<file path="src/rtl/seq_detect_ctrl_if.sv">
// Requester/config/result bundle for the shared serial pattern detector.
// master = requester/config side, slave = detector controller side.
interface seq_detect_ctrl_if #(
  parameter int NREQ   = 4,
  parameter int WORD_W = 8,
  parameter int PAT_W  = 4
);
  localparam int ID_W  = $clog2(NREQ);
  localparam int CNT_W = $clog2(WORD_W + 1);

  logic [NREQ-1:0]        req;
  logic [NREQ*WORD_W-1:0] req_data;
  logic [NREQ-1:0]        gnt;
  logic                   cfg_we;
  logic [PAT_W-1:0]       cfg_pattern;
  logic                   busy;
  logic                   done;
  logic [ID_W-1:0]        done_id;
  logic [CNT_W-1:0]       match_cnt;
  logic                   match_any;

  modport master (
    output req, req_data, cfg_we, cfg_pattern,
    input  gnt, busy, done, done_id, match_cnt, match_any
  );

  modport slave (
    input  req, req_data, cfg_we, cfg_pattern,
    output gnt, busy, done, done_id, match_cnt, match_any
  );
endinterface

</file>
<file path="src/rtl/seq_detect_ctrl.sv">
// Round-robin arbiter in front of one time-shared, runtime-programmable
// serial pattern detector; counts overlapping matches in each granted word.
module seq_detect_ctrl #(
  parameter int               NREQ    = 4,
  parameter int               WORD_W  = 8,
  parameter int               PAT_W   = 4,
  parameter logic [PAT_W-1:0] PAT_RST = 4'b1011
) (
  input  logic              clk_i,
  input  logic              rst_ni,
  seq_detect_ctrl_if.slave  bus
);
  localparam int ID_W  = $clog2(NREQ);
  localparam int CNT_W = $clog2(WORD_W + 1);

  typedef enum logic [1:0] {S_IDLE, S_SHIFT, S_DONE} state_e;

  state_e             state_q;
  logic [PAT_W-1:0]   pattern_q;
  logic [ID_W-1:0]    last_id_q;
  logic [ID_W-1:0]    id_q;
  logic [WORD_W-1:0]  sreg_q;
  logic [PAT_W-1:0]   win_q;
  logic [CNT_W-1:0]   bitcnt_q;
  logic [CNT_W-1:0]   cnt_q;
  logic [NREQ-1:0]    gnt_q;
  logic               busy_q;
  logic               done_q;
  logic [ID_W-1:0]    done_id_q;
  logic [CNT_W-1:0]   match_cnt_q;
  logic               match_any_q;

  logic               req_any;
  logic [ID_W-1:0]    win_id;
  logic [ID_W-1:0]    idx;
  logic [PAT_W:0]     win_ext;
  logic [PAT_W-1:0]   win_d;
  logic               hit;
  logic [CNT_W-1:0]   cnt_d;

  // Search starts one past the last served requester, wrapping at NREQ.
  always_comb begin
    req_any = 1'b0;
    win_id  = '0;
    idx     = '0;
    for (int unsigned i = 1; i <= NREQ; i++) begin
      idx = ID_W'((32'(last_id_q) + i) % NREQ);
      if (!req_any && bus.req[idx]) begin
        req_any = 1'b1;
        win_id  = idx;
      end
    end
  end

  // Window after this cycle's bit; the final bit's match is folded into
  // the published count on the same edge that enters DONE.
  always_comb begin
    win_ext = {win_q, sreg_q[WORD_W-1]};
    win_d   = win_ext[PAT_W-1:0];
    hit     = (bitcnt_q >= CNT_W'(PAT_W - 1)) && (win_d == pattern_q);
    cnt_d   = cnt_q + CNT_W'(hit);
  end

  always_ff @(posedge clk_i or negedge rst_ni) begin
    if (!rst_ni) begin
      state_q     <= S_IDLE;
      pattern_q   <= PAT_RST;
      last_id_q   <= ID_W'(NREQ - 1);
      id_q        <= '0;
      sreg_q      <= '0;
      win_q       <= '0;
      bitcnt_q    <= '0;
      cnt_q       <= '0;
      gnt_q       <= '0;
      busy_q      <= 1'b0;
      done_q      <= 1'b0;
      done_id_q   <= '0;
      match_cnt_q <= '0;
      match_any_q <= 1'b0;
    end else begin
      gnt_q  <= '0;
      done_q <= 1'b0;
      case (state_q)
        S_IDLE: begin
          if (bus.cfg_we) begin
            pattern_q <= bus.cfg_pattern;
          end else if (req_any) begin
            sreg_q   <= bus.req_data[win_id*WORD_W +: WORD_W];
            id_q     <= win_id;
            win_q    <= '0;
            bitcnt_q <= '0;
            cnt_q    <= '0;
            gnt_q    <= NREQ'(1) << win_id;
            busy_q   <= 1'b1;
            state_q  <= S_SHIFT;
          end
        end
        S_SHIFT: begin
          sreg_q   <= sreg_q << 1;
          win_q    <= win_d;
          cnt_q    <= cnt_d;
          bitcnt_q <= bitcnt_q + CNT_W'(1);
          if (bitcnt_q == CNT_W'(WORD_W - 1)) begin
            state_q     <= S_DONE;
            done_q      <= 1'b1;
            done_id_q   <= id_q;
            match_cnt_q <= cnt_d;
            match_any_q <= (cnt_d != '0);
          end
        end
        S_DONE: begin
          last_id_q <= id_q;
          busy_q    <= 1'b0;
          state_q   <= S_IDLE;
        end
        default: state_q <= S_IDLE;
      endcase
    end
  end

  assign bus.gnt       = gnt_q;
  assign bus.busy      = busy_q;
  assign bus.done      = done_q;
  assign bus.done_id   = done_id_q;
  assign bus.match_cnt = match_cnt_q;
  assign bus.match_any = match_any_q;

endmodule

</file>
<file path="src/flat_wrapper.sv">
// flat-port wrapper written by rule: the top's interface ports become plain ports
module seq_detect_ctrl_flat 
#(
  parameter int               NREQ    = 4,
  parameter int               WORD_W  = 8,
  parameter int               PAT_W   = 4,
  parameter logic [PAT_W-1:0] PAT_RST = 4'b1011
)
  (clk_i, rst_ni, bus_req, bus_req_data, bus_cfg_we, bus_cfg_pattern, bus_gnt, bus_busy, bus_done, bus_done_id, bus_match_cnt, bus_match_any);
  seq_detect_ctrl_if #(.NREQ(NREQ), .WORD_W(WORD_W), .PAT_W(PAT_W)) bus_i ();
  input  logic clk_i;
  input  logic rst_ni;
  input wire logic [$bits(bus_i.req)-1:0] bus_req;
  input wire logic [$bits(bus_i.req_data)-1:0] bus_req_data;
  input wire logic [$bits(bus_i.cfg_we)-1:0] bus_cfg_we;
  input wire logic [$bits(bus_i.cfg_pattern)-1:0] bus_cfg_pattern;
  output wire logic [$bits(bus_i.gnt)-1:0] bus_gnt;
  output wire logic [$bits(bus_i.busy)-1:0] bus_busy;
  output wire logic [$bits(bus_i.done)-1:0] bus_done;
  output wire logic [$bits(bus_i.done_id)-1:0] bus_done_id;
  output wire logic [$bits(bus_i.match_cnt)-1:0] bus_match_cnt;
  output wire logic [$bits(bus_i.match_any)-1:0] bus_match_any;
  assign bus_i.req = bus_req;
  assign bus_i.req_data = bus_req_data;
  assign bus_i.cfg_we = bus_cfg_we;
  assign bus_i.cfg_pattern = bus_cfg_pattern;
  assign bus_gnt = bus_i.gnt;
  assign bus_busy = bus_i.busy;
  assign bus_done = bus_i.done;
  assign bus_done_id = bus_i.done_id;
  assign bus_match_cnt = bus_i.match_cnt;
  assign bus_match_any = bus_i.match_any;
  seq_detect_ctrl #(.NREQ(NREQ), .WORD_W(WORD_W), .PAT_W(PAT_W), .PAT_RST(PAT_RST)) u_core (.clk_i(clk_i), .rst_ni(rst_ni), .bus(bus_i));
endmodule
</file>
<file path="config.mk">
export PLATFORM = sky130hd
export DESIGN_NAME = seq_detect_ctrl_flat
export DESIGN_NICKNAME = d
export VERILOG_FILES = /design/src/rtl/seq_detect_ctrl_if.sv /design/src/rtl/seq_detect_ctrl.sv /design/src/flat_wrapper.sv
export SDC_FILE = /design/constraint.sdc
export NUM_CORES = 1
export LEC_CHECK = 0
export CORE_AREA = 8 8 73 75
export CTS_CLUSTER_DIAMETER = 200
export CTS_CLUSTER_SIZE = 25
export DETAILED_ROUTE_END_ITERATION = 12
export DIE_AREA = 0 0 81 83
export GPL_TIMING_DRIVEN = 0
export PLACE_DENSITY = 0.94
export RECOVER_POWER = 25
export SLEW_MARGIN = 20
export SYNTH_ARGS = -nofsm -noshare
export SYNTH_HDL_FRONTEND = slang
export SYNTH_SLANG_ARGS = --single-unit
</file>
<file path="constraint.sdc">
create_clock -name clk_i -period 3.35 [get_ports clk_i]
set_input_delay 0.5025 -clock clk_i [delete_from_list [all_inputs] [get_ports clk_i]]
set_output_delay 0.5025 -clock clk_i [all_outputs]
set_load 0.02 [all_outputs]
</file>
==> run_results.csv <==
group,metric,value,unit
status,outcome,"finished clean",
sta,rsz0062_at_grt,"false",
sta,min_period,2.34,ns
route,dr_wl_met2,2590,um
setup_path,cp-startpoint,"bus_req[3]",
cells_and_area,fin_area,0.00285,mm^2
setup_path,crit_cells,6,
synthesis,syn_inst,194,
synthesis,syn_area_per_cell,11.0,um^2
clock_network,cts_root_buf,"clkbuf_8",
route,wl_met3,297,um
place,finalWeightedCongestion,0.878,
cells_and_area,areaGrowthSynthToFinish,34.0,%
synthesis,synth_area,0.00212,mm^2
route,drtIter0Drc,106,
setup_path,critical_path_class,"in -> reg",
clock_network,clk_pin_slew_worst_paths,0.08,ns
place,dpl_worst_slack,0.774,ns
setup_path,max_stage_delay,0.62,ns
setup_path,cp_data_required_time,3.57,ns
global_route,grt_max_degree,25,
hold_path,hold_path.class,"in -> async",
floorplanning,placementRows,24,
setup_path,cp.arrival,2.55,ns
power_and_ir_drop,ir_drop,0.000289,V
sta,whs,0.334,ns
sta,tightest_slew,1.20,ns
route,ant_nets,0,
floorplanning,fp.dieW,81,um
synthesis,synth_area_leaders,"dfrtp_1 44%, mux2_2 6.4%, dfstp_2 6.2%",
synthesis,synth_top_area_cell,"dfrtp_1",
sta,setup_viol_count_final,0,
place,port_buffers,55,
clock_network,cts_num_sinks,42,
global_route,grt_antenna_before_repair,0,
setup_path,r2r_slack,1.24,ns
clock_network,cts_setup_buffers,0,
sta,timing.final.crit_share,0.698,
clock_network,cts.htree.levels,2,
clock_network,clk_latency,0.29,ns
setup_path,slowest_stage,"nor3b_1",
sta,fin_ws,1.01,ns
route,highest_layer,"met4",
floorplanning,fp.dieH,83,um
synthesis,synth_top_area_frac,0.436,
power_and_ir_drop,power.density,755,mW/mm^2
route,wl_met1,2240,um
route,vias,1777,
sta,fin_tns_setup,0,ns
power_and_ir_drop,power_leakage,0.00126,uW
cells_and_area,nets,303,
sta,clock.fmax,0.428,GHz
setup_path,crit_buf_inv,1,
global_route,overflow,0,
global_route,track_usage,0.163,
clock_network,numCtsBuffers,5,
setup_path,critPathCaptureType,"register",
synthesis,synth_seq_cells,42,
floorplanning,initial_core_util,0.505,
sta,skew,0.00538,ns
cells_and_area,antennaDiodeCount,0,
flow_run,maxCapViolations,0,
place,hpwl,3940,um
setup_path,reg2regPathDepth,8,
setup_path,worst_path_most_repeated_cell,"nor2_1",
floorplanning,ios,56,
route,drc,0,
route,firstDrtPassIters,4,
setup_path,cp_max_fo,6,
setup_path,r2r-end,"u_core.sreg_q[0]",
clock_network,clock_path_buffers,2,
clock_network,cts_tree,"done",
synthesis,synth.distinct_cells,41,
setup_path,worstPathCellList,"clkdlybuf4s50_1 -> nor2_1 -> a21oi_2 -> nor3b_1 -> nand3_1 -> nor2_1",
clock_network,cts-resized-gates,0,
clock_network,hold_buffers,0,
sta,slew_viol_final,0,
setup_path,worst_path_dominant_cell_family,"simple AND/OR/NAND/NOR gates",
floorplanning,coreArea,0.00420,mm^2
sta,finalHoldViolations,0,
cells_and_area,drive_gt1_frac,0.143,
setup_path,cp-start-kind,"primary input",
setup_path,rr_startpoint,"u_core.last_id_q[1]",
route,viasPerCell,5.73,
floorplanning,die_area,0.00672,mm^2
global_route,grt_pass1_vias,1824,
place,place_area,0.00276,mm^2
route,routed_wl,5190,um
global_route,grt_pass1_wl,8780,um
synthesis,yosys_warnings,0,
synthesis,syn_nets,240,
route,wire_per_inst,16.7,um
sta,slew-limit-headroom,0.198,
synthesis,synth_seq_area_share,0.498,
setup_path,crit_end,"u_core.bus.gnt[3]",
[state kept, by name, indices dropped and copies added (netlist names)]
register / flops
u_core.bus.done_id: 2
u_core.bus.done: 1
u_core.bitcnt_q: 4
u_core.pattern_q: 4
u_core.last_id_q: 2
u_core.bus.match_any: 1
u_core.sreg_q: 8
u_core.bus.match_cnt: 4
u_core.bus.busy: 1
u_core.cnt_q: 4
u_core.id_q: 2
u_core.bus.gnt: 4
u_core.state_q: 2
u_core.win_q: 3
[cells in the mapped netlist (all sizes together)]
library cell,number
a21oi,13
xor2,5
or3,1
mux2,12
nand2,18
dfrtp,37
nand2b,2
o31ai,1
a221oi,8
nor2b,3
ha,3
a31oi,3
and3,1
buf,5
nand3,3
xnor2,1
dfstp,5
nor4,1
o211ai,1
mux4,1
clkbuf,5
o21bai,1
or2,1
mux2i,9
inv,4
o21ai,18
nor3b,4
or3b,1
and2,2
and3b,2
nor3,1
o211a,1
nor2,9
a22o,12
[worst register-to-register path: stages, from the launching register on]
cell      delay (ns)
dfstp_2         0.53
buf_6           0.13
nand2_1         0.06
a21oi_1         0.15
nor2_1          0.07
a221oi_2        0.21
buf_2           0.29
mux4_2          0.36
a22o_1          0.20
[cells in the final DEF, fill, tap and decap left out, drive strengths merged, types with 2 or more instances in the layout]
cell	count
clkbuf	12
nand2b	2
nor2b	3
nand3	3
dfstp	5
dfrtp	37
and2	2
a31oi	3
xor2	5
o21ai	18
nor3b	4
clkinv	2
inv	4
ha	3
a22o	12
a221oi	8
clkdlybuf4s50	54
nor2	9
mux2	12
and3b	2
buf	5
nand2	18
a21oi	13
mux2i	9
[layout make-up]
type	count	area [um^2]
buffer	10	52.6
inverter	4	15.0
clock inverter	3	40.0
fill	307	1360
sequential	42	1060
tap	52	65.1
multi-input combinational	138	1000
timing repair buffer	56	548
clock buffer	5	68.8
[worst min-delay path by stage]
stage | slack (ns) | depth (start not counted) | end | startpoint
after floorplan | 0.21 | 0 | u_core.bitcnt_q[0] | rst_ni
after global placement | 0.49 | 2 | u_core.cnt_q[3] | u_core.cnt_q[3]
after detailed placement | 0.49 | 1 | u_core.bus.match_any | rst_ni
after CTS | 0.16 | 1 | u_core.bus.match_cnt[1] | rst_ni
after global routing | 0.43 | 1 | u_core.bus.match_any | rst_ni
final | 0.33 | 1 | u_core.sreg_q[3] | rst_ni
[metal layers]
| layer | global-route usage | vias to the layer above |
|---|---|---|
| met5 | 0 | - |
| met4 | 0.0472 | 0 |
| met3 | 0.0409 | 6 |
| met2 | 0.261 | 65 |
| met1 | 0.210 | 861 |
| li1 | - | 845 |
[logic make-up (layout without fill, tap and decap cells)]
kind of cell | Yosys count | in the layout | synth area share
AO/OA/AOI/OAI | 58 | 58 | 0.193
XOR/XNOR | 6 | 6 | 0.0247
adder cells (fa/ha/maj) | 3 | 3 | 0.0177
buffers and inverters | 14 | 78 | 0.0318
flip-flops | 42 | 42 | 0.498
multiplexers | 22 | 22 | 0.117
AND/OR/NAND/NOR | 49 | 49 | 0.118
[report_power, final]
| part | total, uW | internal [uW] | switching (uW) |
|---|---|---|---|
| combinational | 916 | 454 | 462 |
| sequential | 842 | 711 | 131 |
| clock | 391 | 219 | 172 |
[stage by stage]
stage / util / total power [uW] / std cells
after floorplan: - / 1440 / 194
after global placement: 0.652 / 1720 / 301
after detailed placement: 0.657 / 1760 / 302
after CTS: 0.683 / 2160 / 310
after global routing: 0.677 / 2290 / 310
final: 0.677 / 2150 / 310
Note: power is estimated with default switching activity, not from simulation.
